--- src/rtl/alu_pkg.sv ---
// Shared definitions for the ALU driver and its front-end: opcodes, bus widths,
// and the driver state encoding.
package alu_pkg;

    localparam int unsigned ALU_BUS_W = 8;
    localparam int unsigned OPND_W    = 4;
    localparam int unsigned OP_W      = 4;
    localparam int unsigned CNT_W     = 4;

    localparam logic [OP_W-1:0] OP_ADD  = 4'd0;
    localparam logic [OP_W-1:0] OP_SUB  = 4'd1;
    localparam logic [OP_W-1:0] OP_MUL  = 4'd2;
    localparam logic [OP_W-1:0] OP_DIV  = 4'd3;
    localparam logic [OP_W-1:0] OP_AND  = 4'd4;
    localparam logic [OP_W-1:0] OP_OR   = 4'd5;
    localparam logic [OP_W-1:0] OP_XOR  = 4'd6;
    localparam logic [OP_W-1:0] OP_NAND = 4'd7;
    localparam logic [OP_W-1:0] OP_NOR  = 4'd8;
    localparam logic [OP_W-1:0] OP_NOT  = 4'd9;
    localparam logic [OP_W-1:0] OP_MOD  = 4'd10;
    localparam logic [OP_W-1:0] OP_SHL  = 4'd11;
    localparam logic [OP_W-1:0] OP_SHR  = 4'd12;
    localparam logic [OP_W-1:0] OP_MAX  = 4'd12;

    typedef enum logic [1:0] {
        IDLE  = 2'd0,
        DRIVE = 2'd1,
        RESP  = 2'd2
    } state_t;

    // Divide and modulo are the only operations whose result is undefined for y == 0.
    function automatic logic op_needs_nonzero_y(input logic [OP_W-1:0] op);
        return (op == OP_DIV) || (op == OP_MOD);
    endfunction

endpackage

--- src/rtl/alu_req_check.sv ---
// Combinational request legality check: flags divide/mod by zero and opcodes
// beyond the ALU's range. Shared with the command front-end for early rejection.
module alu_req_check
    import alu_pkg::*;
(
    input  logic [OP_W-1:0]   i_op,
    input  logic [OPND_W-1:0] i_y,
    output logic              o_err
);

    logic w_div_zero;
    logic w_bad_op;

    always_comb begin
        w_div_zero = op_needs_nonzero_y(i_op) && (i_y == '0);
        w_bad_op   = (i_op > OP_MAX);
        o_err      = w_div_zero || w_bad_op;
    end

endmodule

--- src/rtl/alu_driver.sv ---
// Sequential initiator for the 4-bit ALU: latches one request onto registered
// ALU buses, waits SETTLE_CYCLES, then returns the sampled result with an error flag.
module alu_driver
    import alu_pkg::*;
#(
    parameter int unsigned SETTLE_CYCLES = 1
) (
    input  logic                 clk,
    input  logic                 rst,
    input  logic                 req_valid,
    output logic                 req_ready,
    input  logic [OP_W-1:0]      req_op,
    input  logic [OPND_W-1:0]    req_x,
    input  logic [OPND_W-1:0]    req_y,
    output logic [ALU_BUS_W-1:0] alu_operands,
    output logic [ALU_BUS_W-1:0] alu_opcode,
    input  logic [ALU_BUS_W-1:0] alu_result,
    output logic                 rsp_valid,
    input  logic                 rsp_ready,
    output logic [ALU_BUS_W-1:0] rsp_data,
    output logic [OP_W-1:0]      rsp_op,
    output logic                 rsp_err,
    output logic [7:0]           txn_count
);

    if (SETTLE_CYCLES < 1 || SETTLE_CYCLES > 15) begin : g_bad_settle
        $error("alu_driver: SETTLE_CYCLES must be in 1..15");
    end

    localparam logic [CNT_W-1:0] SETTLE_LOAD = CNT_W'(SETTLE_CYCLES - 1);

    state_t                r_state;
    logic [CNT_W-1:0]      r_cnt;
    logic [OPND_W-1:0]     r_x;
    logic [OPND_W-1:0]     r_y;
    logic [OP_W-1:0]       r_op;
    logic                  r_rsp_valid;
    logic [ALU_BUS_W-1:0]  r_rsp_data;
    logic [OP_W-1:0]       r_rsp_op;
    logic                  r_rsp_err;
    logic [7:0]            r_txn_count;
    logic                  w_err;

    // Legality is judged on the registered bus values, i.e. what the ALU actually sees.
    alu_req_check u_req_check (
        .i_op  (r_op),
        .i_y   (r_y),
        .o_err (w_err)
    );

    always_ff @(posedge clk) begin
        if (rst) begin
            r_state     <= IDLE;
            r_cnt       <= '0;
            r_x         <= '0;
            r_y         <= '0;
            r_op        <= '0;
            r_rsp_valid <= 1'b0;
            r_rsp_data  <= '0;
            r_rsp_op    <= '0;
            r_rsp_err   <= 1'b0;
            r_txn_count <= '0;
        end else begin
            case (r_state)
                IDLE: begin
                    if (req_valid) begin
                        r_x      <= req_x;
                        r_y      <= req_y;
                        r_op     <= req_op;
                        r_rsp_op <= req_op;
                        r_cnt    <= SETTLE_LOAD;
                        r_state  <= DRIVE;
                    end
                end
                DRIVE: begin
                    if (r_cnt == '0) begin
                        r_rsp_data  <= w_err ? '0 : alu_result;
                        r_rsp_err   <= w_err;
                        r_rsp_valid <= 1'b1;
                        r_state     <= RESP;
                    end else begin
                        r_cnt <= r_cnt - 1'b1;
                    end
                end
                RESP: begin
                    if (rsp_ready) begin
                        r_rsp_valid <= 1'b0;
                        r_txn_count <= r_txn_count + 8'd1;
                        r_state     <= IDLE;
                    end
                end
                default: begin
                    r_state <= IDLE;
                end
            endcase
        end
    end

    always_comb begin
        req_ready    = (r_state == IDLE);
        alu_operands = {r_y, r_x};
        alu_opcode   = {{(ALU_BUS_W - OP_W){1'b0}}, r_op};
        rsp_valid    = r_rsp_valid;
        rsp_data     = r_rsp_data;
        rsp_op       = r_rsp_op;
        rsp_err      = r_rsp_err;
        txn_count    = r_txn_count;
    end

endmodule
--- config.mk ---
export PLATFORM = sky130hd
export DESIGN_NAME = alu_driver
export DESIGN_NICKNAME = d
export VERILOG_FILES = /design/src/rtl/alu_pkg.sv /design/src/rtl/alu_req_check.sv /design/src/rtl/alu_driver.sv
export SDC_FILE = /design/constraint.sdc
export NUM_CORES = 1
export LEC_CHECK = 0
export ABC_AREA = 1
export CAP_MARGIN = 20
export CORE_MARGIN = 2
export CORE_UTILIZATION = 43
export CTS_CLUSTER_SIZE = 40
export DETAILED_ROUTE_END_ITERATION = 7
export GPL_TIMING_DRIVEN = 1
export PLACE_DENSITY = 0.79
export SLEW_MARGIN = 20
export SYNTH_ARGS = -nofsm -noshare
export SYNTH_HDL_FRONTEND = slang
export SYNTH_SLANG_ARGS = --single-unit
--- constraint.sdc ---
create_clock -name clk -period 1.5 [get_ports clk]
set_input_delay 0.3 -clock clk [delete_from_list [all_inputs] [get_ports clk]]
set_output_delay 0.3 -clock clk [all_outputs]
set_load 0.02 [all_outputs]
==> summary.md, run 1 <==
| Metric | Value |
|---|---|
| Root buf cell | clkbuf_8 |
| WL final | between 3000 and 4000 µm |
| Syn avg cell area | between 7 and 8 µm² |
| Area grow syn2layout | 43.5% |
| CTS tree | done |
| Setup_tns | 0 ns |
| Arrival time at the worst endpoint | 1.10 ns |
| Site Rows | 22 |
| Dpl hpwl | 2420 µm |
| Pre-antenna DRT Iters | 4 |
| CP Launch Type | register |
| Outcome | completed |
| Ant. Diodes | 0 |
| Library cells used by synthesis | 28 |
| Post-DRT Antenna Nets | 0 |
| CTS H-tree lvls | 2 |
| Crit path capture type | output port |
| HP Start | r_cnt[0] |
| Critical Path Fanout Max | 2 |
| Antenna violations before repair | 0 |
| Core Box Area | 3610 µm² |
| Global route overflow | 0 |
| Hold Crit Class | register to register |
| Synthesized area | around 1600 µm² |
| Worst Hold Depth | 1 |
| DRT iter0 DRCs | 101 |
| Nets | 292 |
| Placed cells | 307 |
| Initial core utilization | 0.440 |
| Io pins | 63 |
| DR DRC count | 0 |
| Slew Limit Fails | 0 |
| Die Y | 64.7 µm |
| Sequential-to-total area share from yosys stat | 0.454 |
| Cts bufs inserted | 5 |
| Fmax | 0.716 GHz |
| Die width | about 65 µm |
| Post-layout util | 0.631 |
| Finished Layout Cells | 315 |
| Via count | 1464 |
| Die area | about 4200 µm² |
| Global-route wire length before repair | around 5700 µm |
| Setup Viol. Count Final | 0 |
| CTS sink count | 36 |
| Vias in the first global route | 1340 |
| Peak supply drop | a little over 0.6 mV |
| Min Tclk post-route | approximately 1.4 ns |
| Reg-to-Reg End | rsp_data[4] |
| Wirelength per Cell | 10.6 µm |
| RSZ-0062 raised after global routing | no |
| Reg2Reg Depth | 7 |
| R2R setup slack | around 0.17 ns |
| Layout cells sized above 1 | 0.124 |
| CTS max path bufs | 2 |
| # Post-CTS Setup Buffers | 0 |
| Worst min-delay path endpoint | r_cnt[0] |
| Total GRT Usage | 0.178 |
| Drt via density | 4.65 |
| P_leak | 0.00106 µW |
| Fin Hold WS | 0.451 ns |
| Clock network latency to the later pin of the worst-skew pair | 0.29 ns |
| Largest net degree at the start of global routing | 13 |
| Final Cycle Share | 0.932 |
| Max-Cap Viols | 0 |
| Syn Inst Count | 204 |
| Pwr dens | 1180 nW/µm² |
| Final Hold Fails | 0 |
| Skew final | 0.00993 ns |
| Register bit count reported by yosys | 36 |
| Routability cong. | 0.770 |
| Worst-path clk slew | around 0.080 ns |
| IO buf count | 58 |
| Synth warn | 0 |
| Worst Path Required | roughly 1.2 ns |
| Crit Path Class | register to output port |
| R2r startpoint | r_cnt[0] |
[power by group]
| part | internal (µW) | leakage (µW) | switching (µW) |
|---|---|---|---|
| sequential | 1060 | 0.000295 | 66.8 |
| clock | 491 | 0.0000541 | 346 |
| combinational | 309 | 0.000714 | 408 |
[Yosys cell counts (all sizes together)]
library cell / count / area share
dfxtp: 36 / 0.45
nand3b: 1 / 0.0047
a21oi: 18 / 0.059
clkbuf: 1 / 0.0024
o211ai: 1 / 0.0047
xor2: 1 / 0.0055
o21ai: 23 / 0.073
conb: 1 / 0.0024
nand3: 8 / 0.041
o21a: 2 / 0.0095
nor3: 2 / 0.0095
ha: 2 / 0.016
or2: 9 / 0.035
nor2: 37 / 0.095
buf: 13 / 0.065
nand2: 28 / 0.073
inv: 21 / 0.050
[logic make-up after synthesis]
kind of cell / Yosys count / synth area share
AO/OA/AOI/OAI: 44 / 0.146
XOR/XNOR: 1 / 0.00552
adder cells (fa/ha/maj): 2 / 0.0158
buffers and inverters: 35 / 0.118
flip-flops: 36 / 0.454
other: 1 / 0.00236
AND/OR/NAND/NOR: 85 / 0.259
[area by class of cell]
| class | count | area [µm²] |
|---|---|---|
| Clock inverter | 3 | 42.5 |
| Inverter | 21 | 81.3 |
| Timing Repair Buffer | 66 | 609 |
| Clock buffer | 5 | 68.8 |
| Multi-Input combinational cell | 136 | 693 |
| Fill cell | 337 | 1330 |
| Sequential cell | 36 | 721 |
| Tap cell | 48 | 60.1 |
[how the worst max path moves through the flow]
stage                            start      endpoint  cells past startpoint
after floorplan           txn_count[0]  txn_count[6]                      6
after global placement       rsp_ready  txn_count[6]                      6
after detailed placement     rsp_ready  txn_count[6]                      6
after CTS                     r_cnt[0]   rsp_data[4]                      7
after global routing          r_cnt[0]   rsp_data[4]                      7
final                       r_state[1]     req_ready                      2
[worst max-delay path, cell delays in order, from the launching register on]
cell           delay [ns]
dfxtp_1              0.32
nor2_2               0.12
dlygate4sd2_1        0.36
[registers in the layout, summed over array words and instances, names as in the netlist]
register,cells
r_cnt,4
r_state,2
r_y,4
rsp_data,8
txn_count,8
rsp_err,1
rsp_valid,1
rsp_op,4
r_x,4
[cell usage in the layout, fill, tap and decap left out, drive strengths merged, types with 4 or more instances in the layout]
cell           count
a21oi             18
buf                8
clkbuf             5
clkdlybuf4s50     23
conb               4
dfxtp             36
dlygate4sd2       35
inv               21
nand2             28
nand3              8
nor2              37
o21ai             23
or2                9
[through the flow]
step	worst slack (ns)	instance area, µm²	power (µW)
after CTS	0.0534	2270	2710
after global routing	0.0123	2280	2830
after floorplan	0.261	1600	1630
after detailed placement	0.0273	2200	1940
final	0.103	2280	2680
after global placement	0.0482	2200	1920
[metal layers]
layer	part of all wire	GRT usage	up-vias
met4	0.016	0.112	0
met5	0	0	-
met2	0.48	0.296	42
li1	-	-	761
met3	0.062	0.0434	5
met1	0.45	0.203	656
[timing repair]
item | in CTS | in global routing
resized for setup | 35 | 2
gates cloned | 0 | 0
hold buffers | 0 | 0
setup endpoints to repair | 35 | 8
No activity file was read; power rests on OpenSTA's default activity.
==> run 2: changes to the inputs <==
--- a/config.mk
+++ b/config.mk
@@ -7,8 +7,10 @@
 export LEC_CHECK = 0
 export ABC_AREA = 1
 export CAP_MARGIN = 20
+export CORE_ASPECT_RATIO = 0.75
 export CORE_MARGIN = 2
 export CORE_UTILIZATION = 43
+export CTS_BUF_LIST = sky130_fd_sc_hd__clkbuf_16
 export CTS_CLUSTER_SIZE = 40
 export DETAILED_ROUTE_END_ITERATION = 7
 export GPL_TIMING_DRIVEN = 1
==> run 2 against run 1 <==
Power is 4.1% higher; design area is 1.3% higher; count of clock-buffer cells in the layout stayed put; sequential share of layout area is 0.41 points lower; cell count is 0.63% higher; hold slack better by 0.017 ns; global-route usage is 1.0 points lower; first-iteration DRC count is 44% lower; sequential cell count stayed put; combinational power is 0.6% higher.
==> summary.md, run 2 (synthesized netlist as in run 1, its figures left out) <==
| Metric | Value |
|---|---|
| Site Rows | 19 (-14%) |
| Slew Limit Fails | 0 (unchanged) |
| Initial core utilization | 0.442 (+0.00199) |
| Placed cells | 310 (+0.98%) |
| Vias in the first global route | 1272 (-5.1%) |
| Pre-antenna DRT Iters | 4 (unchanged) |
| Worst-path clk slew | 0.05 ns (-0.03 ns) |
| CP Launch Type | register |
| Finished Layout Cells | 317 (+0.63%) |
| Min Tclk post-route | 1.37 ns (-0.0282 ns) |
| Skew final | 0.00478 ns (-0.00515 ns) |
| Area of the multi-input gates | 693 µm² (unchanged) |
| Hold Crit Class | register to register |
| CTS H-tree lvls | 2 (unchanged) |
| Fmax | 0.730 GHz (+2.1%) |
| CTS sink count | 36 (unchanged) |
| DRT iter0 DRCs | 57 (-44%) |
| # Post-CTS Setup Buffers | 0 (unchanged) |
| Area grow syn2layout | 45.3% |
| Global route overflow | 0 (unchanged) |
| P_leak | 0.00111 µW (+4.0%) |
| Hold_buf cts | 0 (unchanged) |
| # fillers | 341 (+1.2%) |
| Wirelength per Cell | 10.6 µm (-0.42%) |
| Crit Path Class | register to output port |
| Pwr dens | 1210 nW/µm² (+2.7%) |
| Final Cycle Share | 0.913 (-0.0188) |
| Root buf cell | clkbuf_16 |
| Antenna violations before repair | 0 (unchanged) |
| Clock network latency to the later pin of the worst-skew pair | 0.27 ns (-0.02 ns) |
| Arrival time at the worst endpoint | 1.07 ns (-0.03 ns) |
| Final Hold Fails | 0 (unchanged) |
| Layout cells sized above 1 | 0.109 (-0.0142) |
| Setup_tns | 0 ns (unchanged) |
| Io pins | 63 (unchanged) |
| Post-DRT Antenna Nets | 0 (unchanged) |
| Placed cell areas | 2200 µm² (-0.11%) |
| Worst Path Required | 1.20 ns (about the same) |
| Via count | 1441 (-1.6%) |
| Largest net degree at the start of global routing | 18 (+5) |
| Total GRT Usage | 0.168 (-0.0103) |
| Crit path capture type | output port |
| Die Y | 56.6 µm (-13%) |
| CTS tree | done |
| RSZ-0062 raised after global routing | no |
| Register area | 721 µm² (unchanged) |
| Design Area, Final | 2310 µm² (+1.3%) |
| Die area | 4200 µm² (+0.13%) |
| Most common cell after layout, fill and taps aside | dfxtp_1 |
| Critical Path Fanout Max | 2 (unchanged) |
| Outcome | completed |
| Nets | 291 (-0.34%) |
| PostCTS Resize Cnt | 32 (-8.6%) |
| Global-route wire length before repair | 5340 µm (-5.7%) |
| DR DRC count | 0 (unchanged) |
| WL final | 3350 µm (+0.21%) |
| Die width | 74.1 µm (+15%) |
| Routability cong. | 0.800 (+3.8%) |
| Setup Viol. Count Final | 0 (unchanged) |
| Most frequent cells in the layout | dfxtp_1, nor2_1, dlygate4sd2_1 |
| Cts bufs inserted | 5 (unchanged) |
| Ant. Diodes | 0 (unchanged) |
| Max-Cap Viols | 0 (unchanged) |
| Peak supply drop | 0.594 mV (-4.8%) |
| Drt via density | 4.55 (-2.2%) |
| Dpl hpwl | 2520 µm (+4.2%) |
| Core Box Area | 3590 µm² (-0.45%) |
| IO buf count | 58 (unchanged) |
| CTS max path bufs | 2 (unchanged) |
## run 2: cell count changes in the layout (fill, tap and decap cells not counted)
cell	change
clkbuf_8	-5
clkinvlp_4	-1
clkinv_1	+2
dlymetal6s2s_1	+3
dlygate4sd2_1	-3
clkinv_2	-1
bufinv_16	-1
buf_4	-1
clkbuf_16	+5
## run 2: worst paths after layout
| kind | cells after the start | slack, ns | endpoint | from |
|---|---|---|---|---|
| setup / recovery | 2 | 0.13 | req_ready | r_state[1] |
| hold / removal | 2 | 0.47 | r_y[2] | r_y[2] |
| setup reg to reg | 7 | 0.17 | rsp_data[5] | r_cnt[0] |
| hold reg to reg | 2 | 0.47 | r_y[2] | r_y[2] |
## run 2: worst max-delay path: stages (launching register included)
cell,delay [ns]
dfxtp_1,0.32
nor2_2,0.13
dlygate4sd2_1,0.34
## run 2: power by group
part | switching (µW) | total, µW | internal (µW)
Sequential | 69.8 | 1130 | 1060
Clock | 345 | 937 | 592
Combinational | 410 | 720 | 310
## run 2: per-stage QoR
stage          hold slack, ns  setup WS (ns)  utilization  total power, µW
5_1_grt                 0.494         0.0360        0.642             2950
3_5_place_dp            0.461         0.0269        0.613             1940
4_1_cts                 0.465       0.000183        0.639             2810
6_report                0.468          0.131        0.642             2790
2_1_floorplan           0.426          0.261            -             1630
3_3_place_gp            0.443         0.0452        0.613             1920
## run 2: cell type report
| type | count | share of cell area |
|---|---|---|
| sequential | 36 | 0.313 |
| tap | 52 | 0.0282 |
| clock inverter | 2 | 0.00326 |
| clock buffer | 5 | 0.0543 |
| multi-input combinational | 136 | 0.301 |
| inverter | 21 | 0.0353 |
| timing repair buffer | 65 | 0.266 |
## run 2: metal layers
layer | vias to the layer above | part of all wire | GRT usage
met1 | 630 | 0.47 | 0.208
met4 | 0 | 0.013 | 0.0701
met3 | 7 | 0.063 | 0.0557
met5 | - | 0 | 0
met2 | 43 | 0.45 | 0.264
li1 | 761 | - | -
==> run 3: changes to the inputs <==
==> constraint.sdc (replaced) <==
create_clock -name clk -period 1.3 [get_ports clk]
set_input_delay 0.26 -clock clk [delete_from_list [all_inputs] [get_ports clk]]
set_output_delay 0.26 -clock clk [all_outputs]
set_load 0.02 [all_outputs]
==> run 3 against run 2 <==
Critical endpoint is now rsp_data[3]; cell count grew 6.0%; critical path type is now register to register; via count grew 4.7%; largest power group is now clock; setup slack lost 0.092 ns; clock power grew 40%; power grew 29%.
==> summary.md, run 3 (synthesized netlist as in run 1, its figures left out) <==
| Metric | Value |
|---|---|
| Arrival time at the worst endpoint | 1.43 ns (+0.36 ns) |
| Global route overflow | 0 (unchanged) |
| Crit-path cells | buf_6, inv_2, nand2_2, inv_4, nand3_4, or2_0, o21ai_1, nor2_1 |
| Tot Pwr | 3600 µW (+29%) |
| CP Launch Type | register |
| Hold_buf cts | 0 (unchanged) |
| CTS H-tree lvls | 2 (unchanged) |
| Largest net degree at the start of global routing | 21 (+3) |
| Ant. Diodes | 0 (unchanged) |
| Outcome | completed |
| Worst-path clk slew | 0.05 ns (about the same) |
| Delay of the slowest critical-path stage | 0.33 ns (about the same) |
| Setup_tns | 0 ns (unchanged) |
| CTS tree | done |
| Cts bufs inserted | 5 (unchanged) |
| Setup Viol. Count Final | 0 (unchanged) |
| Area grow syn2layout | 59.0% |
| Hold Crit Class | register to register |
| Via count | 1509 (+4.7%) |
| Core Box Area | 3590 µm² (unchanged) |
| # fillers | 302 (-11%) |
| DR DRC count | 0 (unchanged) |
| Dpl hpwl | 2540 µm (+0.72%) |
| Setup ws final | 0.0393 ns (-0.0916 ns) |
| Nets | 309 (+6.2%) |
| IO buf count | 58 (unchanged) |
| Pre-antenna DRT Iters | 4 (unchanged) |
| Io pins | 63 (unchanged) |
| Antenna violations before repair | 0 (unchanged) |
| Placed cells | 323 (+4.2%) |
| Total GRT Usage | 0.184 (+0.0164) |
| Post-DRT Antenna Nets | 0 (unchanged) |
| Crit path capture type | register |
| Final Hold Fails | 0 (unchanged) |
| Clock network latency to the later pin of the worst-skew pair | 0.28 ns (about the same) |
| Die area | 4200 µm² (unchanged) |
| Pre-CTS setup slack | -0.157 ns (-0.184 ns) |
| Critical Path Fanout Max | 5 (+3) |
| Final Cycle Share | 0.970 |
| Skew final | 0.00418 ns (-0.000599 ns) |
| CTS sink count | 36 (unchanged) |
| Fin Hold WS | 0.469 ns (+0.00134 ns) |
| Slowest CP cell | dfxtp_2 |
| Initial core utilization | 0.442 (unchanged) |
| Max-Cap Viols | 0 (unchanged) |
| Fmax | 0.793 GHz |
| CP top delay family | simple AND/OR/NAND/NOR gates |
| Most frequent cells in the layout | nor2_1, dfxtp_1, dlygate4sd2_1 |
| Layout cells sized above 1 | 0.194 (+0.0842) |
| Site Rows | 19 (unchanged) |
| Routability cong. | 0.753 (-5.8%) |
| P_leak | 0.00121 µW (+9.1%) |
| Finished Layout Cells | 336 (+6.0%) |
| Min Tclk post-route | 1.26 ns |
| RSZ-0062 raised after global routing | yes |
| Die Y | 56.6 µm (unchanged) |
| Crit Path Class | register to register |
| Drt via density | 4.49 (-1.2%) |
| Crit path buffers/inverters | 3 (+2) |
| Pwr dens | 1430 nW/µm² (+18%) |
| CTS max path bufs | 2 (unchanged) |
| DRT iter0 DRCs | 61 (+7.0%) |
| Worst Path Required | 1.47 ns (+0.27 ns) |
| Wirelength per Cell | 11.0 µm (+4.0%) |
| WL final | 3700 µm (+10%) |
| Die width | 74.1 µm (unchanged) |
| Peak supply drop | 0.997 mV (+68%) |
| Root buf cell | clkbuf_16 |
| Vias in the first global route | 1361 (+7.0%) |
| Slew Limit Fails | 0 (unchanged) |
| Global-route wire length before repair | 5900 µm (+10%) |
run 3: cell count changes in the layout (fill, tap and decap cells not counted), sizes merged:
cell,before,now
clkinv,2,1
clkdlybuf4s15,0,1
inv,21,22
nand3,8,9
buf,7,25
dlygate4sd2,32,33
bufinv,0,1
dlymetal6s2s,3,0
run 3: worst register-to-register path, stage by stage, from the launching register on:
cell     delay, ns
dfxtp_2       0.33
buf_6         0.13
inv_2         0.05
nand2_2       0.06
inv_4         0.09
nand3_4       0.12
or2_0         0.24
o21ai_1       0.09
nor2_1        0.06
run 3: final cells by class:
cell class                 instances  area, µm²  share of cell area
clock buffer                       5        125              0.0496
inverter                          21       86.3              0.0342
tap                               52       65.1              0.0258
clock inverter                     3       38.8              0.0154
timing repair buffer              82        747               0.296
sequential                        36        723               0.287
multi-input combinational        137        737               0.292
run 3: path summary, 6_finish.rpt:
check,startpoint,endpoint,slack [ns],depth (start not counted)
worst min register to register,rsp_err,rsp_err,0.47,2
worst min-delay path,rsp_err,rsp_err,0.47,2
worst max register to register,r_state[1],rsp_data[3],0.04,8
worst max-delay path,r_state[1],rsp_data[3],0.04,8
run 3: per-layer routing:
metal | GRT usage | wire length, µm | vias up
li1 | - | - | 799
met1 | 0.245 | 1740 | 668
met2 | 0.279 | 1730 | 38
met3 | 0.0592 | 199 | 4
met4 | 0.0623 | 25 | 0
met5 | 0 | 0 | -
run 3: through the flow:
| stage | cell area [µm²] | utilization |
|---|---|---|
| floorplan | 1600 | - |
| global placement | 2310 | 0.644 |
| detailed placement | 2310 | 0.644 |
| CTS | 2460 | 0.686 |
| global route | 2520 | 0.703 |
| finish | 2520 | 0.703 |
run 3: timing repair:
action,in CTS,in global routing
gates resized for setup,41,16
endpoints found under the setup margin,43,19
endpoints found under the hold margin,0,0
cloned,1,0
pin swaps,0,4
buffers inserted,1,3
run 3: where the power goes:
| part | leakage [µW] | switching (µW) | internal, µW |
|---|---|---|---|
| Sequential | 0.000296 | 76.2 | 1230 |
| Clock | 0.0000850 | 415 | 892 |
| Combinational | 0.000826 | 540 | 448 |
| Total | 0.00121 | 1030 | 2570 |
